File: src/rtl/vga_capture_if.sv
// Bundles the sync/colour inputs and the captured-pixel outputs of vga_capture.
// Latency: n/a (wiring only).
// Backpressure: none; the video stream is free-running.
//
// Signals:
//   hsync_i, vsync_i   active-low sync from the video source
//   r_i, g_i, b_i      4-bit colour components
//   pix_valid          pix_x / pix_y / pix_rgb hold an active pixel
//   pix_x, pix_y       active column / row
//   pix_rgb            {r,g,b} of the pixel
//   line_start         single-cycle pulse per detected hsync fall
//   frame_start        single-cycle pulse per detected vsync fall
//   locked             incoming timing matches the configured raster
//   sync_err           single-cycle pulse on a timing violation
// master = video source side, slave = capture block.
interface vga_capture_if;
  logic        hsync_i;
  logic        vsync_i;
  logic [3:0]  r_i;
  logic [3:0]  g_i;
  logic [3:0]  b_i;
  logic        pix_valid;
  logic [9:0]  pix_x;
  logic [8:0]  pix_y;
  logic [11:0] pix_rgb;
  logic        line_start;
  logic        frame_start;
  logic        locked;
  logic        sync_err;

  modport master (
    output hsync_i, vsync_i, r_i, g_i, b_i,
    input  pix_valid, pix_x, pix_y, pix_rgb,
    input  line_start, frame_start, locked, sync_err
  );

  modport slave (
    input  hsync_i, vsync_i, r_i, g_i, b_i,
    output pix_valid, pix_x, pix_y, pix_rgb,
    output line_start, frame_start, locked, sync_err
  );
endinterface

File: src/rtl/vga_capture.sv
// Recovers pixel coordinates from VGA-style sync, checks the raster against the parameters, reports lock.
// Latency: 2 clk from r/g/b to pix_rgb; line_start/frame_start/sync_err/locked 1 clk after the edge-detect cycle.
// Backpressure: none; the pixel stream is free-running and cannot be stalled.
//
// Ports:
//   clk    pixel clock; sync and colour inputs are synchronous to it
//   clr_n  asynchronous active-low reset
//   vif    vga_capture_if.slave: hsync_i/vsync_i/r_i/g_i/b_i in;
//          pix_valid/pix_x/pix_y/pix_rgb, line_start, frame_start, locked, sync_err out
module vga_capture #(
  parameter int H_TOTAL     = 800,
  parameter int V_TOTAL     = 525,
  parameter int H_ACT_START = 144,
  parameter int H_ACT_END   = 784,
  parameter int V_ACT_START = 35,
  parameter int V_ACT_END   = 515
) (
  input  logic         clk,
  input  logic         clr_n,
  vga_capture_if.slave vif
);

  typedef enum logic [1:0] {
    SEARCH = 2'd0,
    CHECK  = 2'd1,
    LOCKED = 2'd2
  } state_t;

  localparam logic [9:0] CNT_MAX = 10'd1023;
  localparam logic [9:0] H_LAST  = 10'(H_TOTAL - 1);
  localparam logic [9:0] V_LAST  = 10'(V_TOTAL - 1);
  localparam logic [9:0] H_AS    = 10'(H_ACT_START);
  localparam logic [9:0] H_AE    = 10'(H_ACT_END);
  localparam logic [9:0] V_AS    = 10'(V_ACT_START);
  localparam logic [9:0] V_AE    = 10'(V_ACT_END);

  // ------------------------------------------------------------------
  // Input stage S1 and delayed sync copy S2. Sync bits idle high so a
  // reset does not fabricate a falling edge.
  // ------------------------------------------------------------------
  logic        hs_s1;
  logic        vs_s1;
  logic        hs_s2;
  logic        vs_s2;
  logic [11:0] rgb_s1;

  always_ff @(posedge clk or negedge clr_n) begin
    if (!clr_n) begin
      hs_s1  <= 1'b1;
      vs_s1  <= 1'b1;
      hs_s2  <= 1'b1;
      vs_s2  <= 1'b1;
      rgb_s1 <= '0;
    end else begin
      hs_s1  <= vif.hsync_i;
      vs_s1  <= vif.vsync_i;
      hs_s2  <= hs_s1;
      vs_s2  <= vs_s1;
      rgb_s1 <= {vif.r_i, vif.g_i, vif.b_i};
    end
  end

  logic h_fall;
  logic v_fall;

  assign h_fall = ~hs_s1 & hs_s2;
  assign v_fall = ~vs_s1 & vs_s2;

  // ------------------------------------------------------------------
  // Raster counters. Both saturate so a lost sync parks them at 1023,
  // which can never match a legal period and so flags the next edge.
  // ------------------------------------------------------------------
  logic [9:0] h_cnt;
  logic [9:0] v_cnt;

  always_ff @(posedge clk or negedge clr_n) begin
    if (!clr_n) begin
      h_cnt <= '0;
    end else if (h_fall) begin
      h_cnt <= '0;
    end else if (h_cnt != CNT_MAX) begin
      h_cnt <= h_cnt + 10'd1;
    end
  end

  // A vsync fall wins over the hsync-driven increment when both coincide.
  always_ff @(posedge clk or negedge clr_n) begin
    if (!clr_n) begin
      v_cnt <= '0;
    end else if (v_fall) begin
      v_cnt <= '0;
    end else if (h_fall && (v_cnt != CNT_MAX)) begin
      v_cnt <= v_cnt + 10'd1;
    end
  end

  // Period checks are evaluated against the count reached just before the reload.
  logic line_bad;
  logic frame_bad;

  assign line_bad  = h_fall && (h_cnt != H_LAST);
  assign frame_bad = v_fall && (v_cnt != V_LAST);

  // ------------------------------------------------------------------
  // Lock FSM
  // ------------------------------------------------------------------
  state_t state;
  state_t state_nxt;
  logic   bad_line;
  logic   bad_line_nxt;
  logic   sync_err_nxt;

  always_ff @(posedge clk or negedge clr_n) begin
    if (!clr_n) begin
      state    <= SEARCH;
      bad_line <= 1'b0;
    end else begin
      state    <= state_nxt;
      bad_line <= bad_line_nxt;
    end
  end

  always_comb begin
    state_nxt    = state;
    bad_line_nxt = bad_line;
    sync_err_nxt = 1'b0;
    case (state)
      SEARCH: begin
        // Timing is not trusted yet: violations are silently ignored.
        if (v_fall) begin
          state_nxt    = CHECK;
          bad_line_nxt = 1'b0;
        end
      end
      CHECK: begin
        if (line_bad) begin
          bad_line_nxt = 1'b1;
        end
        if (v_fall) begin
          // A bad line landing on the closing vsync edge also spoils the frame.
          if (!frame_bad && !bad_line && !line_bad) begin
            state_nxt = LOCKED;
          end else begin
            sync_err_nxt = 1'b1;
          end
          bad_line_nxt = 1'b0;
        end
      end
      LOCKED: begin
        if (line_bad || frame_bad) begin
          state_nxt    = SEARCH;
          sync_err_nxt = 1'b1;
        end
      end
      default: begin
        state_nxt    = SEARCH;
        bad_line_nxt = 1'b0;
      end
    endcase
  end

  // ------------------------------------------------------------------
  // Registered outputs. locked follows the next-state so it drops in the
  // same cycle as the sync_err pulse.
  // ------------------------------------------------------------------
  logic act_win;

  assign act_win = (state == LOCKED) &&
                   (h_cnt >= H_AS) && (h_cnt < H_AE) &&
                   (v_cnt >= V_AS) && (v_cnt < V_AE);

  logic        pix_valid_q;
  logic [9:0]  pix_x_q;
  logic [8:0]  pix_y_q;
  logic [11:0] pix_rgb_q;
  logic        line_start_q;
  logic        frame_start_q;
  logic        locked_q;
  logic        sync_err_q;

  always_ff @(posedge clk or negedge clr_n) begin
    if (!clr_n) begin
      pix_valid_q   <= 1'b0;
      pix_x_q       <= '0;
      pix_y_q       <= '0;
      pix_rgb_q     <= '0;
      line_start_q  <= 1'b0;
      frame_start_q <= 1'b0;
      locked_q      <= 1'b0;
      sync_err_q    <= 1'b0;
    end else begin
      pix_valid_q   <= act_win;
      // Coordinates and colour are forced to zero outside the active window.
      pix_x_q       <= act_win ? (h_cnt - H_AS) : 10'd0;
      pix_y_q       <= act_win ? 9'(v_cnt - V_AS) : 9'd0;
      pix_rgb_q     <= act_win ? rgb_s1 : 12'd0;
      line_start_q  <= h_fall;
      frame_start_q <= v_fall;
      locked_q      <= (state_nxt == LOCKED);
      sync_err_q    <= sync_err_nxt;
    end
  end

  assign vif.pix_valid   = pix_valid_q;
  assign vif.pix_x       = pix_x_q;
  assign vif.pix_y       = pix_y_q;
  assign vif.pix_rgb     = pix_rgb_q;
  assign vif.line_start  = line_start_q;
  assign vif.frame_start = frame_start_q;
  assign vif.locked      = locked_q;
  assign vif.sync_err    = sync_err_q;

endmodule

File: src/flat_wrapper.sv
// flat-port wrapper written by rule: the top's interface ports become plain ports
module vga_capture_flat 
#(
  parameter int H_TOTAL     = 800,
  parameter int V_TOTAL     = 525,
  parameter int H_ACT_START = 144,
  parameter int H_ACT_END   = 784,
  parameter int V_ACT_START = 35,
  parameter int V_ACT_END   = 515
)
  (clk, clr_n, vif_hsync_i, vif_vsync_i, vif_r_i, vif_g_i, vif_b_i, vif_pix_valid, vif_pix_x, vif_pix_y, vif_pix_rgb, vif_line_start, vif_frame_start, vif_locked, vif_sync_err);
  vga_capture_if vif_i ();
  input  logic clk;
  input  logic clr_n;
  input wire logic [$bits(vif_i.hsync_i)-1:0] vif_hsync_i;
  input wire logic [$bits(vif_i.vsync_i)-1:0] vif_vsync_i;
  input wire logic [$bits(vif_i.r_i)-1:0] vif_r_i;
  input wire logic [$bits(vif_i.g_i)-1:0] vif_g_i;
  input wire logic [$bits(vif_i.b_i)-1:0] vif_b_i;
  output wire logic [$bits(vif_i.pix_valid)-1:0] vif_pix_valid;
  output wire logic [$bits(vif_i.pix_x)-1:0] vif_pix_x;
  output wire logic [$bits(vif_i.pix_y)-1:0] vif_pix_y;
  output wire logic [$bits(vif_i.pix_rgb)-1:0] vif_pix_rgb;
  output wire logic [$bits(vif_i.line_start)-1:0] vif_line_start;
  output wire logic [$bits(vif_i.frame_start)-1:0] vif_frame_start;
  output wire logic [$bits(vif_i.locked)-1:0] vif_locked;
  output wire logic [$bits(vif_i.sync_err)-1:0] vif_sync_err;
  assign vif_i.hsync_i = vif_hsync_i;
  assign vif_i.vsync_i = vif_vsync_i;
  assign vif_i.r_i = vif_r_i;
  assign vif_i.g_i = vif_g_i;
  assign vif_i.b_i = vif_b_i;
  assign vif_pix_valid = vif_i.pix_valid;
  assign vif_pix_x = vif_i.pix_x;
  assign vif_pix_y = vif_i.pix_y;
  assign vif_pix_rgb = vif_i.pix_rgb;
  assign vif_line_start = vif_i.line_start;
  assign vif_frame_start = vif_i.frame_start;
  assign vif_locked = vif_i.locked;
  assign vif_sync_err = vif_i.sync_err;
  vga_capture #(.H_TOTAL(H_TOTAL), .V_TOTAL(V_TOTAL), .H_ACT_START(H_ACT_START), .H_ACT_END(H_ACT_END), .V_ACT_START(V_ACT_START), .V_ACT_END(V_ACT_END)) u_core (.clk(clk), .clr_n(clr_n), .vif(vif_i));
endmodule
File: config.mk
export PLATFORM = sky130hd
export DESIGN_NAME = vga_capture_flat
export DESIGN_NICKNAME = d
export VERILOG_FILES = /design/src/rtl/vga_capture_if.sv /design/src/rtl/vga_capture.sv /design/src/flat_wrapper.sv
export SDC_FILE = /design/constraint.sdc
export NUM_CORES = 1
export LEC_CHECK = 0
export BUFFER_PORTS_ARGS = -buffer_cell sky130_fd_sc_hd__clkbuf_2
export CAP_MARGIN = 20
export CORE_AREA = 3 3 100 83
export DETAILED_ROUTE_END_ITERATION = 6
export DIE_AREA = 0 0 103 86
export GPL_ROUTABILITY_DRIVEN = 0
export GPL_TIMING_DRIVEN = 0
export PLACE_DENSITY_LB_ADDON = 0.05
export SLEW_MARGIN = 10
export SYNTH_ARGS = -nofsm -noshare
export SYNTH_HDL_FRONTEND = slang
export SYNTH_SLANG_ARGS = --single-unit
File: constraint.sdc
create_clock -name clk -period 4.45 [get_ports clk]
set_clock_uncertainty 0.05 [all_clocks]
set_input_delay 0.2225 -clock clk [delete_from_list [all_inputs] [get_ports clk]]
set_output_delay 0.2225 -clock clk [all_outputs]
set_load 0.01 [all_outputs]
==> summary.txt <==
Status
  – Status: complete, no violations

Timing
  – Worst slew pin tran: 0.830 ns
  – Period utilisation layout: 0.569
  – Slew headroom: 0.442
  – Final setup vio count: 0
  – FMAX: 395 MHz
  – Slew Limit Fails: 0
  – Post-route minimum period: 2.53 ns
  – Final Hold Vio Count: 0
  – RSZ-0062 raised after global routing: false
  – Setup tns final: 0 ns

Synth
  – Simple-gate share of the synthesized area: 0.168
  – Top FF cell, synth: dfrtp_1
  – Count leader, synth: dfrtp_1
  – Post-Syn Instances: 277
  – Top cells by count, synth: dfrtp_1 (71), nor2_1 (34), inv_1 (16)
  – Adder-cell share of the synthesized area: 0.0435
  – Xor-xnor portion of the synthesized cell area: 0.0554
  – Dominant cells by area after synthesis: dfrtp_1 (56%), ha_1 (4.3%), xnor2_1 (4.2%)
  – Area leader, netlist: dfrtp_1
  – Proportion of synthesized area in mux cells: 0.00316
  – Syn. warnings: 0
  – Mean post-synth cell area: ~11 sq um
  – Largest family of logic cells by synthesized area: simple AND/OR/NAND/NOR gates
  – Sequential fraction of the synthesis area: 0.595
  – Syn_nets: just over 300
  – FF+latch count, synth: between 70 and 80
  – EDFF count, synth: 0
  – Asr flop ratio synth: 1.00
  – Post-Synthesis Cell Area: around 0.0032 sq mm
  – Synth Area in Compound Gates: 0.0921
  – Yosys top cell area share: 0.561
  – Distinct cell type count after synthesis: 47

Min path
  – Worst Hold Class: reg2reg

Global route
  – Remaining Overflow, GRT: 0
  – Initial antenna violation count: 0
  – All-Layer GR Usage: 0.159
  – Largest net degree at the start of global routing: 46
  – Vias in the first global route: between 2,000 and 2,500
  – First-pass GRT wire length: about 11 mm

Critical path
  – Ordered list of cells on the worst path: ha_1 -> or3_4 -> o21ai_2 -> nand2_1 -> o311ai_4 -> inv_2 -> buf_6 -> and2_1
  – Critical path class: reg2reg
  – CP peak stage delay: 0.49 ns
  – Largest fanout on the critical path: 10
  – Kind of end point of the critical path: flip-flop
  – CP Launch Type: flip-flop
  – Worst EP arrival: between 2 and 3 ns
  – Buf/Inv on CP: 2
  – Crit path max-delay family: simple AND/OR/NAND/NOR gates
  – Critical path data required time: around 4.6 ns
  – CP max stage cell: o311ai_4

Routing
  – Vias per cell: a little under 5
  – First drt pass iteration count: 4
  – DRT iter0 DRCs: slightly below 90
  – Post-Route WL: around 6.2 mm
  – DRC: 0
  – Drt wl/cell: 13.9 microns
  – Vias after detailed routing: between 2,000 and 2,500
  – Remaining antenna violation count: 0

Floorplan
  – Initial core utilization: 0.430
  – Rows: 28
  – Die Area: 0.00886 sq mm
  – I/O Pins: 52
  – Die extent in x: around 100 microns
  – CORE AREA: between 0.007 and 0.008 sq mm
  – Die span in y: about 86 microns

Pwr
  – Pwr per Cell Area: around 370 mW/mm^2
  – Worst ir drop on vdd: between 0.15 and 0.2 mV
  – Static Leak: ~1.9 nW

CTS
  – H-tree depth: 3
  – Post_cts resized: 0
  – Longest Clk Path Bufs: 2
  – Clock Sinks: 75
  – CTS tree: built
  – CTS Buf Count: 9
  – Clk Latency, worst-skew pair: 0.35 ns
  – CTS root buf: clkbuf_8
  – Clock slew at reported path FFs: roughly 0.07 ns
  – Postcts setup bufs: 0

Final layout
  – Multi-input gate area: around 0.0011 sq mm
  – Synth-to-Final Area Change: 23.4%
  – Antenna diodes: 0
  – Share of layout cells above drive strength 1: 0.244
  – # nets final: about 380
  – Register area: around 0.0019 sq mm
  – Finished Core Util: 0.531
  – Fill cell count: between 600 and 700

Job
  – Max capacitance violation total: 0

Placement
  – Post-DP HPWL: around 4.2 mm
  – Port Buffers: a little over 50
[path summary, 6_finish.rpt]
kind | start | cells past startpoint | endpoint | slack, ns
setup / recovery | u_core.v_cnt[0] | 8 | u_core.vif.pix_rgb[9] | 1.92
max in group asynchronous | clr_n | 3 | u_core.vs_s1 | 3.39
hold reg to reg | u_core.hs_s1 | 0 | u_core.hs_s2 | 0.31
hold / removal | u_core.hs_s1 | 0 | u_core.hs_s2 | 0.31
setup reg to reg | u_core.v_cnt[0] | 8 | u_core.vif.pix_rgb[9] | 1.92
min in group asynchronous | clr_n | 2 | u_core.vif.pix_rgb[11] | 0.34
[report_power, final]
part / switching, W / internal, W / total, W / leakage (nW)
logic: 0.000107 / 0.0000769 / 0.000184 / 0.827
clock network: 0.000249 / 0.000260 / 0.000509 / 0.0966
registers: 0.0000311 / 0.000716 / 0.000747 / 0.995
total: 0.000387 / 0.00105 / 0.00144 / 1.92
[per-stage QoR]
stage / std cells / hold slack [ns] / cell area [sq um] / setup WS (ns) / total power, W
after global routing: 450 / 0.320 / 3910 / 1.74 / 0.00153
after global placement: 418 / 0.262 / 3530 / 1.92 / 0.000929
after CTS: 450 / 0.317 / 3910 / 1.88 / 0.00147
after detailed placement: 419 / 0.177 / 3560 / 1.92 / 0.000934
after floorplan: 277 / -0.123 / 3160 / 2.24 / 0.000873
final: 450 / 0.315 / 3910 / 1.92 / 0.00144
[cells in the final DEF (no fill, tap or decap), types with 4 or more instances in the layout]
master and n:
clkbuf_1 7, xor2_1 5, xnor2_1 15, nand2_1 10, o21ai_0 9, ha_1 11
and2_1 15, clkbuf_8 9, nor3_1 7, nor2b_1 6, dfstp_2 4, nor2_1 34
a21oi_1 10, inv_1 16, clkbuf_2 50, or3_1 5, dlygate4sd3_1 15, nand3_1 5
buf_2 5, nand4_1 7, dfrtp_1 71
[layer usage]
metal	vias up	routed length, microns	part of all wire	global-route usage
li1	1096	-	-	-
met1	1031	3030	0.49	0.221
met2	42	2860	0.46	0.239
met3	9	277	0.044	0.0455
met4	0	78	0.012	0.0529
met5	-	0	0	0
[registers in the layout, indices dropped and copies added, names as in the netlist, 2 cells and up]
signal / flops
u_core.h_cnt: 10
u_core.rgb_s1: 12
u_core.state: 2
u_core.v_cnt: 10
u_core.vif.pix_rgb: 12
u_core.vif.pix_x: 10
u_core.vif.pix_y: 9
[worst register-to-register path: cells and delay by family, from the launching register on]
kind	cells	cell delay (ns)
adders and majority gates	1	0.31
and+or+nand+nor	3	0.67
DFF	1	0.44
AOI/OAI and AO/OA	2	0.65
buffers and inverters	2	0.32
[area by class of cell]
cell class | instances | share of cell area
Timing Repair Buffer | 67 | 0.112
Inverter | 17 | 0.0163
Tap cell | 90 | 0.0288
Multi-Input combinational cell | 171 | 0.293
Clock buffer | 10 | 0.0327
Sequential cell | 75 | 0.482
Clock inverter | 6 | 0.0167
Buffer | 14 | 0.0189
[kinds of logic (layout without fill, tap and decap cells)]
family | after synthesis | after routing
and+or+nand+nor | 100 | 100
DFF | 75 | 75
AOI/OAI and AO/OA | 39 | 39
buffers and inverters | 31 | 114
xor gates and xnor gates | 20 | 20
adders and majority gates | 11 | 11
muxes | 1 | 1
[what timing repair did]
| item | 4_1_cts | 5_1_grt |
|---|---|---|
| endpoints found under the hold margin | 44 | 0 |
| hold buffers | 15 | 0 |
| setup endpoints to repair | 0 | 0 |
(Power assumes the default switching activity.)
